===== src/rtl/gpu_seq_pkg.sv =====
// Shared types and default sizing for the pipelined-multiply sequencer.
// Latency: n/a (declarations only).
// Backpressure: n/a.
package gpu_seq_pkg;

    localparam int ADDR_W_DEF  = 4;
    localparam int DATA_W_DEF  = 8;
    localparam int ACC_W_DEF   = 32;
    localparam int TIMEOUT_DEF = 64;
    // Wide enough for an operation count of 1..16 and its counters.
    localparam int LEN_W       = 5;

    typedef enum logic [2:0] {
        ST_IDLE,
        ST_LOAD,
        ST_ISSUE,
        ST_DRAIN,
        ST_DONE
    } seq_state_e;

endpackage


===== src/rtl/gpu_seq_accum.sv =====
// Result collector: return counter, wrapping accumulator, zero-skip counter and drain watchdog.
// Latency: a return is reflected in acc/skip one cycle later; ret_cnt_nxt and timeout are same-cycle.
// Backpressure: none; returns past the expected count or while disabled are dropped.
module gpu_seq_accum
    import gpu_seq_pkg::*;
#(
    parameter int ACC_W   = ACC_W_DEF,
    parameter int TIMEOUT = TIMEOUT_DEF
) (
    input  logic             clk,
    input  logic             rst_n,
    input  logic             clear,
    input  logic             enable,
    input  logic             wd_en,
    input  logic [LEN_W-1:0] len,
    input  logic             ret_vld,
    input  logic [ACC_W-1:0] ret_dat,
    input  logic             ret_zero,
    output logic [ACC_W-1:0] acc_out,
    output logic [LEN_W-1:0] skip_count,
    output logic [LEN_W-1:0] ret_cnt_nxt,
    output logic             timeout
);

    localparam int WD_W = $clog2(TIMEOUT + 1);

    logic [ACC_W-1:0] acc_q, acc_d;
    logic [LEN_W-1:0] skip_q, skip_d;
    logic [LEN_W-1:0] ret_q, ret_d;
    logic [WD_W-1:0]  wd_q, wd_d;
    logic             take;

    // Next-state for counters; the watchdog restarts on any return or outside drain.
    always_comb begin
        take   = enable && ret_vld && (ret_q < len);
        acc_d  = acc_q;
        skip_d = skip_q;
        ret_d  = ret_q;
        wd_d   = wd_q;
        if (clear) begin
            acc_d  = '0;
            skip_d = '0;
            ret_d  = '0;
        end else if (take) begin
            acc_d  = acc_q + ret_dat;
            skip_d = skip_q + {{(LEN_W-1){1'b0}}, ret_zero};
            ret_d  = ret_q + LEN_W'(1);
        end
        if (clear || !wd_en || ret_vld) begin
            wd_d = '0;
        end else if (wd_q != WD_W'(TIMEOUT - 1)) begin
            wd_d = wd_q + WD_W'(1);
        end
    end

    // Counter state registers.
    always_ff @(posedge clk or negedge rst_n) begin
        if (!rst_n) begin
            acc_q  <= '0;
            skip_q <= '0;
            ret_q  <= '0;
            wd_q   <= '0;
        end else begin
            acc_q  <= acc_d;
            skip_q <= skip_d;
            ret_q  <= ret_d;
            wd_q   <= wd_d;
        end
    end

    // Timeout fires on the TIMEOUT-th consecutive idle drain cycle so the FSM leaves on that edge.
    assign timeout     = wd_en && !ret_vld && (wd_q == WD_W'(TIMEOUT - 1));
    assign ret_cnt_nxt = ret_d;
    assign acc_out     = acc_q;
    assign skip_count  = skip_q;

endmodule


===== src/rtl/gpu_pipe_sequencer.sv =====
// Command sequencer driving weight writes and op issue into the pipelined multiply datapath.
// Latency: stream beat -> pe_* strobe 1 cycle; final return -> done 1 cycle.
// Backpressure: s_ready only while a LOAD/ISSUE still needs beats; s_valid gaps stall issue.
module gpu_pipe_sequencer
    import gpu_seq_pkg::*;
#(
    parameter int ADDR_W  = ADDR_W_DEF,
    parameter int DATA_W  = DATA_W_DEF,
    parameter int ACC_W   = ACC_W_DEF,
    parameter int TIMEOUT = TIMEOUT_DEF
) (
    input  logic              clk,
    input  logic              rst_n,
    input  logic              cmd_valid,
    output logic              cmd_ready,
    input  logic              cmd_load,
    input  logic [ADDR_W-1:0] cmd_base,
    input  logic [4:0]        cmd_len,
    input  logic              s_valid,
    output logic              s_ready,
    input  logic [DATA_W-1:0] s_data,
    output logic              pe_mem_write_en,
    output logic [ADDR_W-1:0] pe_mem_write_idx,
    output logic [DATA_W-1:0] pe_mem_write_val,
    output logic              pe_valid_in,
    output logic [ADDR_W-1:0] pe_weight_addr,
    output logic [DATA_W-1:0] pe_activation_in,
    input  logic              pe_valid_out,
    input  logic              pe_zero_skipped,
    input  logic [63:0]       pe_result_out,
    output logic              busy,
    output logic              done,
    output logic              err,
    output logic [ACC_W-1:0]  acc_out,
    output logic [4:0]        skip_count
);

    seq_state_e        state_q, state_d;
    logic [ADDR_W-1:0] base_q, base_d;
    logic [LEN_W-1:0]  len_q, len_d;
    logic [LEN_W-1:0]  n_q, n_d;
    logic              err_q, err_d;
    logic              done_q, done_d;
    logic              we_q, we_d;
    logic [ADDR_W-1:0] widx_q, widx_d;
    logic [DATA_W-1:0] wval_q, wval_d;
    logic              vin_q, vin_d;
    logic [ADDR_W-1:0] waddr_q, waddr_d;
    logic [DATA_W-1:0] act_q, act_d;

    logic              accept;
    logic              beat;
    logic [ADDR_W-1:0] cur_addr;
    logic [LEN_W-1:0]  n_inc;
    logic              cap_en;
    logic              wd_en;
    logic [LEN_W-1:0]  ret_nxt;
    logic              timeout;
    logic              unused_res_hi;

    // Only the low ACC_W bits of a result feed the accumulator.
    assign unused_res_hi = ^pe_result_out[63:ACC_W];

    assign cmd_ready = (state_q == ST_IDLE);
    assign s_ready   = ((state_q == ST_LOAD) || (state_q == ST_ISSUE)) && (n_q < len_q);
    assign busy      = (state_q != ST_IDLE);
    assign accept    = cmd_ready && cmd_valid;
    assign beat      = s_valid && s_ready;
    assign cur_addr  = base_q + n_q[ADDR_W-1:0];
    assign n_inc     = n_q + LEN_W'(1);
    assign cap_en    = (state_q == ST_ISSUE) || (state_q == ST_DRAIN);
    assign wd_en     = (state_q == ST_DRAIN);

    gpu_seq_accum #(
        .ACC_W   (ACC_W),
        .TIMEOUT (TIMEOUT)
    ) u_accum (
        .clk         (clk),
        .rst_n       (rst_n),
        .clear       (accept),
        .enable      (cap_en),
        .wd_en       (wd_en),
        .len         (len_q),
        .ret_vld     (pe_valid_out),
        .ret_dat     (pe_result_out[ACC_W-1:0]),
        .ret_zero    (pe_zero_skipped),
        .acc_out     (acc_out),
        .skip_count  (skip_count),
        .ret_cnt_nxt (ret_nxt),
        .timeout     (timeout)
    );

    // Sequencer next-state and next values of every registered output.
    always_comb begin
        state_d = state_q;
        base_d  = base_q;
        len_d   = len_q;
        n_d     = n_q;
        err_d   = err_q;
        we_d    = 1'b0;
        widx_d  = '0;
        wval_d  = '0;
        vin_d   = 1'b0;
        waddr_d = '0;
        act_d   = '0;
        unique case (state_q)
            ST_IDLE: begin
                if (cmd_valid) begin
                    base_d = cmd_base;
                    len_d  = cmd_len;
                    n_d    = '0;
                    err_d  = 1'b0;
                    if (cmd_len == '0) begin
                        err_d   = 1'b1;
                        state_d = ST_DONE;
                    end else if (cmd_load) begin
                        state_d = ST_LOAD;
                    end else begin
                        state_d = ST_ISSUE;
                    end
                end
            end
            ST_LOAD: begin
                // Leave one cycle after the last beat so done trails the last write strobe.
                if (n_q == len_q) begin
                    state_d = ST_DONE;
                end else if (beat) begin
                    we_d   = 1'b1;
                    widx_d = cur_addr;
                    wval_d = s_data;
                    n_d    = n_inc;
                end
            end
            ST_ISSUE: begin
                if (beat) begin
                    vin_d   = 1'b1;
                    waddr_d = cur_addr;
                    act_d   = s_data;
                    n_d     = n_inc;
                    if (n_inc == len_q) begin
                        state_d = (ret_nxt == len_q) ? ST_DONE : ST_DRAIN;
                    end
                end
            end
            ST_DRAIN: begin
                if (ret_nxt == len_q) begin
                    state_d = ST_DONE;
                end else if (timeout) begin
                    err_d   = 1'b1;
                    state_d = ST_DONE;
                end
            end
            ST_DONE: begin
                state_d = ST_IDLE;
            end
            default: begin
                state_d = ST_IDLE;
            end
        endcase
        done_d = (state_d == ST_DONE);
    end

    // State and registered outputs; reset abandons any command in flight.
    always_ff @(posedge clk or negedge rst_n) begin
        if (!rst_n) begin
            state_q <= ST_IDLE;
            base_q  <= '0;
            len_q   <= '0;
            n_q     <= '0;
            err_q   <= 1'b0;
            done_q  <= 1'b0;
            we_q    <= 1'b0;
            widx_q  <= '0;
            wval_q  <= '0;
            vin_q   <= 1'b0;
            waddr_q <= '0;
            act_q   <= '0;
        end else begin
            state_q <= state_d;
            base_q  <= base_d;
            len_q   <= len_d;
            n_q     <= n_d;
            err_q   <= err_d;
            done_q  <= done_d;
            we_q    <= we_d;
            widx_q  <= widx_d;
            wval_q  <= wval_d;
            vin_q   <= vin_d;
            waddr_q <= waddr_d;
            act_q   <= act_d;
        end
    end

    assign done             = done_q;
    assign err              = err_q;
    assign pe_mem_write_en  = we_q;
    assign pe_mem_write_idx = widx_q;
    assign pe_mem_write_val = wval_q;
    assign pe_valid_in      = vin_q;
    assign pe_weight_addr   = waddr_q;
    assign pe_activation_in = act_q;

endmodule


===== config.mk =====
export PLATFORM = sky130hd
export DESIGN_NAME = gpu_pipe_sequencer
export DESIGN_NICKNAME = d
export VERILOG_FILES = /design/src/rtl/gpu_seq_pkg.sv /design/src/rtl/gpu_seq_accum.sv /design/src/rtl/gpu_pipe_sequencer.sv
export SDC_FILE = /design/constraint.sdc
export NUM_CORES = 1
export LEC_CHECK = 0
export ABC_CLOCK_PERIOD_IN_PS = 3500
export CAP_MARGIN = 20
export CORE_MARGIN = 1
export CORE_UTILIZATION = 49
export DETAILED_ROUTE_END_ITERATION = 10
export GPL_ROUTABILITY_DRIVEN = 1
export PLACE_DENSITY = 0.81
export RECOVER_POWER = 25
export SLEW_MARGIN = 25
export SYNTH_ARGS = -nofsm -noshare
export SYNTH_HDL_FRONTEND = slang
export SYNTH_SLANG_ARGS = --single-unit

===== constraint.sdc =====
create_clock -name clk -period 3.5 [get_ports clk]
set_input_delay 1.05 -clock clk [delete_from_list [all_inputs] [get_ports clk]]
set_output_delay 1.05 -clock clk [all_outputs]
set_load 0.02 [all_outputs]

==> summary.md, run 1 <==
| Metric | Value |
|---|---|
| Outcome | `finished clean` |
| Fin. Hold Viols | `0` |
| H-tree levels | `3` |
| Clk root buf | `clkbuf_16` |
| Clock sinks | `94` |
| Fin. max-slew vios | `0` |
| Rel. slew slack | `17.5%` |
| Initial Utilization | `50.1%` |
| Library cells used by synthesis | `56` |
| Synth Flop Type | `dfrtp_1` |
| Crit end category | `flip-flop` |
| Fmax | `0.288 GHz` |
| Hold WC Path Type | `reg2reg` |
| Post-synthesis sequential area ratio | `41.1%` |
| WP data arrival | `3.75 ns` |
| Post-synthesis xor/xnor area fraction | `6.88%` |
| Mapped cell area | `5730 µm²` |
| Post-Synth Adder-Cell Area | `11.2%` |
| Reg2reg start | `len_q[2]` |
| Grt total ovfl | `0` |
| CTS clk-pin slew, worst paths | `0.07 ns` |
| Measured slew at the worst slew-check pin | `1.24 ns` |
| Iter 0 DRT Violations | `279` |
| Final WL | `15.3 mm` |
| CTS Buffer Depth | `2` |
| Area grow syn2layout | `38.3%` |
| Routed len/inst | `16.2 µm` |
| Synth warn | `0` |
| Fraction of layout cells with a size suffix above 1 | `13.0%` |
| Routability Congestion | `0.906` |
| Initial antenna violation count | `0` |
| Die width | `110 µm` |
| R2R setup slack | `0.54 ns` |
| Total CTS buffers | `9` |
| Power Density | `960 nW/µm²` |
| CP Max Fanout | `3` |
| Global-route wire length before repair | `24.4 mm` |
| DRC viols | `0` |
| Fillers | `848` |
| Largest net degree at the start of global routing | `65` |
| Die Area | `12100 µm²` |
| Overall routing resource usage | `25.9%` |
| Nets@finish | `934` |
| Via count | `5382` |
| CORE AREA | `11400 µm²` |
| Final ANT Viol Nets | `0` |
| Post-synth EDFFs | `0` |
| Cell count after placement | `927` |
| Cells after synthesis | `615` |
| Critical Path Start Type | `primary input` |
| Hold EP | `u_accum.acc_out[31]` |
| Maximum VDD drop | `0.000583 V` |
| Mux contribution to synthesized area | `0.874%` |
| # diodes | `0` |
| Rows | `39` |
| Complex-gate fraction of the synthesized area | `18.9%` |
| Final setup viols | `0` |
| CTS Hold Bufs | `0` |
| Number of global-route vias before repair | `5371` |
| Die height | `110 µm` |
| Hold Crit Start | `u_accum.acc_out[31]` |
| WHS Path Cells | `1` |
| FF+latch count, synth | `94` |
| Worst path required time | `3.78 ns` |
| DR pass1 iterations | `5` |
| RR Endpoint | `err` |
| PortBufs | `123` |
| Largest family of logic cells by synthesized area | `compound AO/OA/AOI/OAI gates` |
| Ports | `156` |
| CTS tree | `yes` |
| Dpl hpwl | `11.2 mm` |
| Fin cells | `944` |
| Critical path class | `in2reg` |
| Clk_lat worst skew | `0.35 ns` |
| Final critical-path required period | `3.47 ns` |
| Async S/R FF share, synth | `100%` |
| Mapped Nets | `753` |
| Core Util, Final | `69.4%` |
| Leak | `3.67 nW` |
| Avg Cell Area, Syn | `9.31 µm²` |
| Worst Clk Skew | `0.00541 ns` |
| DR vias/cell | `5.70` |
| Max Cap Viol | `0` |
| Period utilisation layout | `99.1%` |
| FF-to-FF path depth | `10` |
| Synth Area in Simple Gates | `18.0%` |
| RSZ-0062 raised after global routing | `yes` |
## power by group
part	internal (mW)	leakage, nW	switching [mW]
logic	2.22	2.31	2.50
registers	1.49	1.21	0.348
clock network	0.614	0.151	0.431
## worst max path at each step
stage                               end  depth (start not counted)              from  slack [ns]
finish              u_accum.acc_out[20]                         13  pe_result_out[0]        0.03
global route        u_accum.acc_out[20]                         13  pe_result_out[0]       -0.06
CTS                 u_accum.acc_out[20]                         13  pe_result_out[0]        0.01
detailed placement  u_accum.acc_out[30]                         12  pe_result_out[0]       -0.45
global placement    u_accum.acc_out[30]                         12  pe_result_out[0]       -0.32
floorplan           u_accum.acc_out[20]                         11  pe_result_out[0]        0.34
## critical path, stage by stage
cell and delay (ns):
clkdlybuf4s50_1 0.42, ha_2 0.20, inv_2 0.06, fa_2 0.20
nand2b_4 0.12, a21o_1 0.14, a31oi_2 0.11, buf_4 0.15
o21a_1 0.20, a21o_1 0.20, a221o_1 0.31, or4_1 0.48
nand3b_1 0.11
## cells in the mapped netlist, types with 3 or more instances
| library cell | instances | share of area (%) |
|---|---|---|
| dfrtp_1 | 94 | 41 |
| nand2_1 | 54 | 3.5 |
| o21ai_0 | 53 | 4.6 |
| ha_1 | 48 | 10 |
| nand3_1 | 44 | 3.8 |
| nor2_1 | 37 | 2.4 |
| inv_1 | 27 | 1.8 |
| a21oi_1 | 26 | 2.3 |
| xor2_1 | 25 | 3.8 |
| and2_1 | 22 | 2.4 |
| xnor2_1 | 20 | 3.1 |
| a21o_1 | 17 | 2.2 |
| clkbuf_1 | 15 | 0.98 |
| o211ai_1 | 12 | 1.6 |
| nor3_1 | 11 | 0.96 |
| nand2b_1 | 8 | 0.87 |
| nand4_1 | 8 | 0.87 |
| a31oi_1 | 7 | 0.76 |
| o21a_1 | 7 | 0.92 |
| or3_1 | 7 | 0.76 |
| mux2i_1 | 5 | 0.87 |
| o31ai_1 | 5 | 0.66 |
| or2_2 | 5 | 0.55 |
| a211oi_1 | 4 | 0.52 |
| and3_1 | 4 | 0.44 |
| buf_1 | 4 | 0.26 |
| o2111ai_1 | 4 | 0.61 |
| a221oi_1 | 3 | 0.46 |
| a31o_2 | 3 | 0.46 |
| nor2b_1 | 3 | 0.33 |
| o21bai_1 | 3 | 0.39 |
## logic make-up (layout without fill, tap and decap cells)
logic type	count (synthesis)	count (layout)
adder cells (fa/ha/maj)	50	50
flip-flops	94	94
AND/OR/NAND/NOR	211	211
buffers and inverters	47	233
AO/OA/AOI/OAI	163	163
multiplexers	5	5
XOR/XNOR	45	45
## metal layers
layer / global-route usage (%) / vias to the layer above / share of wire (%)
li1: - / 2571 / -
met1: 32.7 / 2556 / 43
met2: 43.7 / 213 / 48
met3: 4.41 / 42 / 6.6
met4: 11.3 / 0 / 2.5
met5: 0 / - / 0
## layout by cell type (no fill, tap or decap), types with 26 or more instances in the layout
cell | Yosys | routed
o21ai_0 | 53 | 52
a21oi_1 | 26 | 26
dfrtp_1 | 94 | 94
ha_1 | 48 | 47
inv_1 | 27 | 26
nand3_1 | 44 | 44
nor2_1 | 37 | 37
nand2_1 | 54 | 54
clkdlybuf4s50_1 | 0 | 121
buf_4 | 0 | 66
## stage by stage
step           total power, mW  cell area [µm²]  worst slack, ns  setup TNS [ns]  hold WS [ns]
2_1_floorplan             4.62             5730            0.341               0         0.452
3_3_place_gp              6.28             7570           -0.321           -2.40         0.465
3_5_place_dp              6.46             7570           -0.448           -2.98         0.474
4_1_cts                   7.56             7900           0.0144               0         0.486
5_1_grt                   8.18             7920          -0.0566         -0.0846         0.512
6_report                  7.60             7920           0.0317               0         0.486
## sequential cells by signal, indices dropped and copies added (netlist names), 3 cells and up
| register | flops |
|---|---|
| base_q | 4 |
| len_q | 5 |
| n_q | 5 |
| pe_activation_in | 8 |
| pe_mem_write_idx | 4 |
| pe_mem_write_val | 8 |
| pe_weight_addr | 4 |
| state_q | 3 |
| u_accum.acc_out | 32 |
| u_accum.ret_q | 5 |
| u_accum.skip_count | 5 |
| u_accum.wd_q | 7 |
## cell type report
cell class              count  area (µm²)  area share (%)
flip-flops and latches     94        2350            29.7
inverters                  27         101            1.28
repair buffers            190        1730            21.8
clock inverters             4        53.8           0.679
multi-input cells         474        3240            40.9
clock buffers              12         267            3.36
well taps                 143         179            2.26
## repair_timing
action                     4_1_cts  5_1_grt
setup buffers                    0        1
pin swaps                        0        2
gates resized for setup          3        7
setup endpoints to repair        2        8
Note: power is estimated with default switching activity, not from simulation.
==> inputs of run 2 (changes only) <==
--- a/config.mk
+++ b/config.mk
@@ -11,7 +11,7 @@
 export CORE_UTILIZATION = 49
 export DETAILED_ROUTE_END_ITERATION = 10
 export GPL_ROUTABILITY_DRIVEN = 1
-export PLACE_DENSITY = 0.81
+export PLACE_DENSITY_LB_ADDON = 0.3
 export RECOVER_POWER = 25
 export SLEW_MARGIN = 25
 export SYNTH_ARGS = -nofsm -noshare
==> summary.md, run 2 (same netlist as run 1, synthesis figures left out) <==
| Metric | Value |
|---|---|
| Initial Utilization | `50.1% (unchanged)` |
| Grt total ovfl | `0 (unchanged)` |
| Routed len/inst | `15.6 µm (-3.6%)` |
| Total CTS buffers | `9 (unchanged)` |
| Max Cap Viol | `0 (unchanged)` |
| CTS tree | `yes` |
| DRC viols | `0 (unchanged)` |
| PortBufs | `123 (unchanged)` |
| Rows | `39 (unchanged)` |
| WP data arrival | `3.62 ns (-0.13 ns)` |
| CP Max Fanout | `4 (+1)` |
| Fmax | `0.295 GHz (+2.2%)` |
| H-tree levels | `3 (unchanged)` |
| Outcome | `finished clean` |
| Initial antenna violation count | `0 (unchanged)` |
| Power Density | `947 nW/µm² (-1.3%)` |
| Ports | `156 (unchanged)` |
| Clk root buf | `clkbuf_16` |
| Clock sinks | `94 (unchanged)` |
| Met3 WL | `923 µm (-8.0%)` |
| Period utilisation layout | `97.0% (-2.1 points)` |
| Routability Congestion | `0.916 (+1.1%)` |
| Crit-path slowest cell | `clkdlybuf4s50_1` |
| Most common cell after layout, fill and taps aside | `clkdlybuf4s50_1` |
| Measured slew at the worst slew-check pin | `1.24 ns (+0.00430 ns)` |
| RSZ-0062 raised after global routing | `yes` |
| Rel. slew slack | `17.2% (-0.29 points)` |
| Worst path cell trace | `clkdlybuf4s50_1 -> ha_1 -> buf_4 -> a21oi_1 -> o211ai_1 -> a22oi_1 -> o211ai_1 -> or2_2 -> a221oi_1 -> or4_1 -> nand3_1` |
| Worst Clk Skew | `0.00750 ns (+0.00209 ns)` |
| Area grow syn2layout | `37.3%` |
| CORE AREA | `11400 µm² (unchanged)` |
| Clk_lat worst skew | `0.35 ns (about the same)` |
| Largest net degree at the start of global routing | `50 (-23%)` |
| Nets@finish | `929 (-0.54%)` |
| Max FFs per register | `32 (unchanged)` |
| Global-route wire length before repair | `23.0 mm (-5.7%)` |
| DR vias/cell | `5.60 (-1.9%)` |
| Die width | `110 µm (unchanged)` |
| Via count | `5254 (-2.4%)` |
| Final setup viols | `0 (unchanged)` |
| Die height | `110 µm (unchanged)` |
| DR top layer | `met4` |
| Slowest stage delay, CP | `0.41 ns (-0.07 ns)` |
| Iter 0 DRT Violations | `185 (-34%)` |
| Dpl hpwl | `11.2 mm (-0.41%)` |
| Fin. Hold Viols | `0 (unchanged)` |
| Fillers | `881 (+3.9%)` |
| Most frequent cells in the layout | `clkdlybuf4s50_1, dfrtp_1, buf_4, nand2_1, o21ai_0` |
| # diodes | `0 (unchanged)` |
| CTS Hold Bufs | `0 (unchanged)` |
| Hold WC Path Type | `reg2reg` |
| Number of global-route vias before repair | `5105 (-5.0%)` |
| Leak | `3.67 nW (about the same)` |
| Fraction of layout cells with a size suffix above 1 | `12.2% (-0.80 points)` |
| Overall Power | `7.45 mW (-2.0%)` |
| Final ANT Viol Nets | `0 (unchanged)` |
| Final WL | `14.7 mm (-4.1%)` |
| DR pass1 iterations | `5 (unchanged)` |
| WL met2 | `7.32 mm (-0.60%)` |
| CTS clk-pin slew, worst paths | `0.07 ns (about the same)` |
| CTS Buffer Depth | `2 (unchanged)` |
| Met1 Wirelength | `6.16 mm (-5.9%)` |
| Fin. max-slew vios | `0 (unchanged)` |
| Crit path top cell by count | `o211ai_1` |
| Overall routing resource usage | `24.5% (-1.3 points)` |
| Worst path required time | `3.73 ns (-0.05 ns)` |
| Core Util, Final | `68.9% (-0.50 points)` |
| Crit end category | `flip-flop` |
| Final critical-path required period | `3.39 ns (-0.0747 ns)` |
| Critical path class | `in2reg` |
| Critical Path Start Type | `primary input` |
| Die Area | `12100 µm² (unchanged)` |
| Maximum VDD drop | `0.000515 V (-12%)` |
[run 2: cell count changes in the layout (fill, tap and decap cells not counted), moves of 2 or more]
| cell | delta |
|---|---|
| buf_4 | -5 |
| clkdlybuf4s50_1 | -2 |
| clkinvlp_4 | -2 |
| dlymetal6s2s_1 | +3 |
[run 2: where the power goes]
group          switching [mW]  leakage [nW]  total, mW  internal [mW]
sequential              0.345          1.21       1.83           1.49
clock                   0.415         0.149      0.975          0.560
combinational            2.44          2.31       4.64           2.20
total                    3.20          3.67       7.45           4.25
[run 2: final cells by class]
class	count	area, µm²	share of cell area (%)
clock inverters	2	13.8	0.175
clock buffers	14	284	3.61
well taps	143	179	2.28
flip-flops and latches	94	2350	29.9
inverters	27	101	1.29
multi-input cells	474	3240	41.2
repair buffers	185	1700	21.6
[run 2: critical path: cells and delay by family]
family	cells	cell delay, ns
AO/OA/AOI/OAI	5	1.13
buffers and inverters	2	0.57
adder cells (fa/ha/maj)	1	0.32
AND/OR/NAND/NOR	3	0.56
[run 2: what timing repair did]
item,4_1_cts,5_1_grt
setup endpoints to repair,0,9
resized for setup,0,10
setup buffers,0,2
[run 2: final timing paths]
path / start / endpoint / slack (ns) / cells after the start
setup / recovery: pe_result_out[6] / u_accum.acc_out[25] / 0.11 / 11
hold / removal: u_accum.acc_out[31] / u_accum.acc_out[31] / 0.49 / 1
setup reg to reg: len_q[2] / err / 0.52 / 10
hold reg to reg: u_accum.acc_out[31] / u_accum.acc_out[31] / 0.49 / 1
max in group asynchronous: rst_n / u_accum.acc_out[12] / 0.82 / 2
min in group asynchronous: rst_n / base_q[0] / 0.94 / 1
[run 2: routing by layer]
layer	up-vias	track usage, %
met5	-	0
met4	0	9.02
met3	21	4.41
li1	2549	-
met1	2510	29.6
met2	174	43.7
[run 2: metrics by stage]
stage | cells | hold WS [ns] | cell area (µm²) | setup WS, ns | setup TNS, ns
after CTS | 937 | 0.494 | 7830 | 0.00496 | 0
after global routing | 939 | 0.506 | 7860 | -0.0869 | -0.137
final | 939 | 0.493 | 7860 | 0.106 | 0
after floorplan | 615 | 0.452 | 5730 | 0.341 | 0
after global placement | 921 | 0.461 | 7530 | -0.290 | -1.95
after detailed placement | 921 | 0.478 | 7530 | -0.320 | -2.76
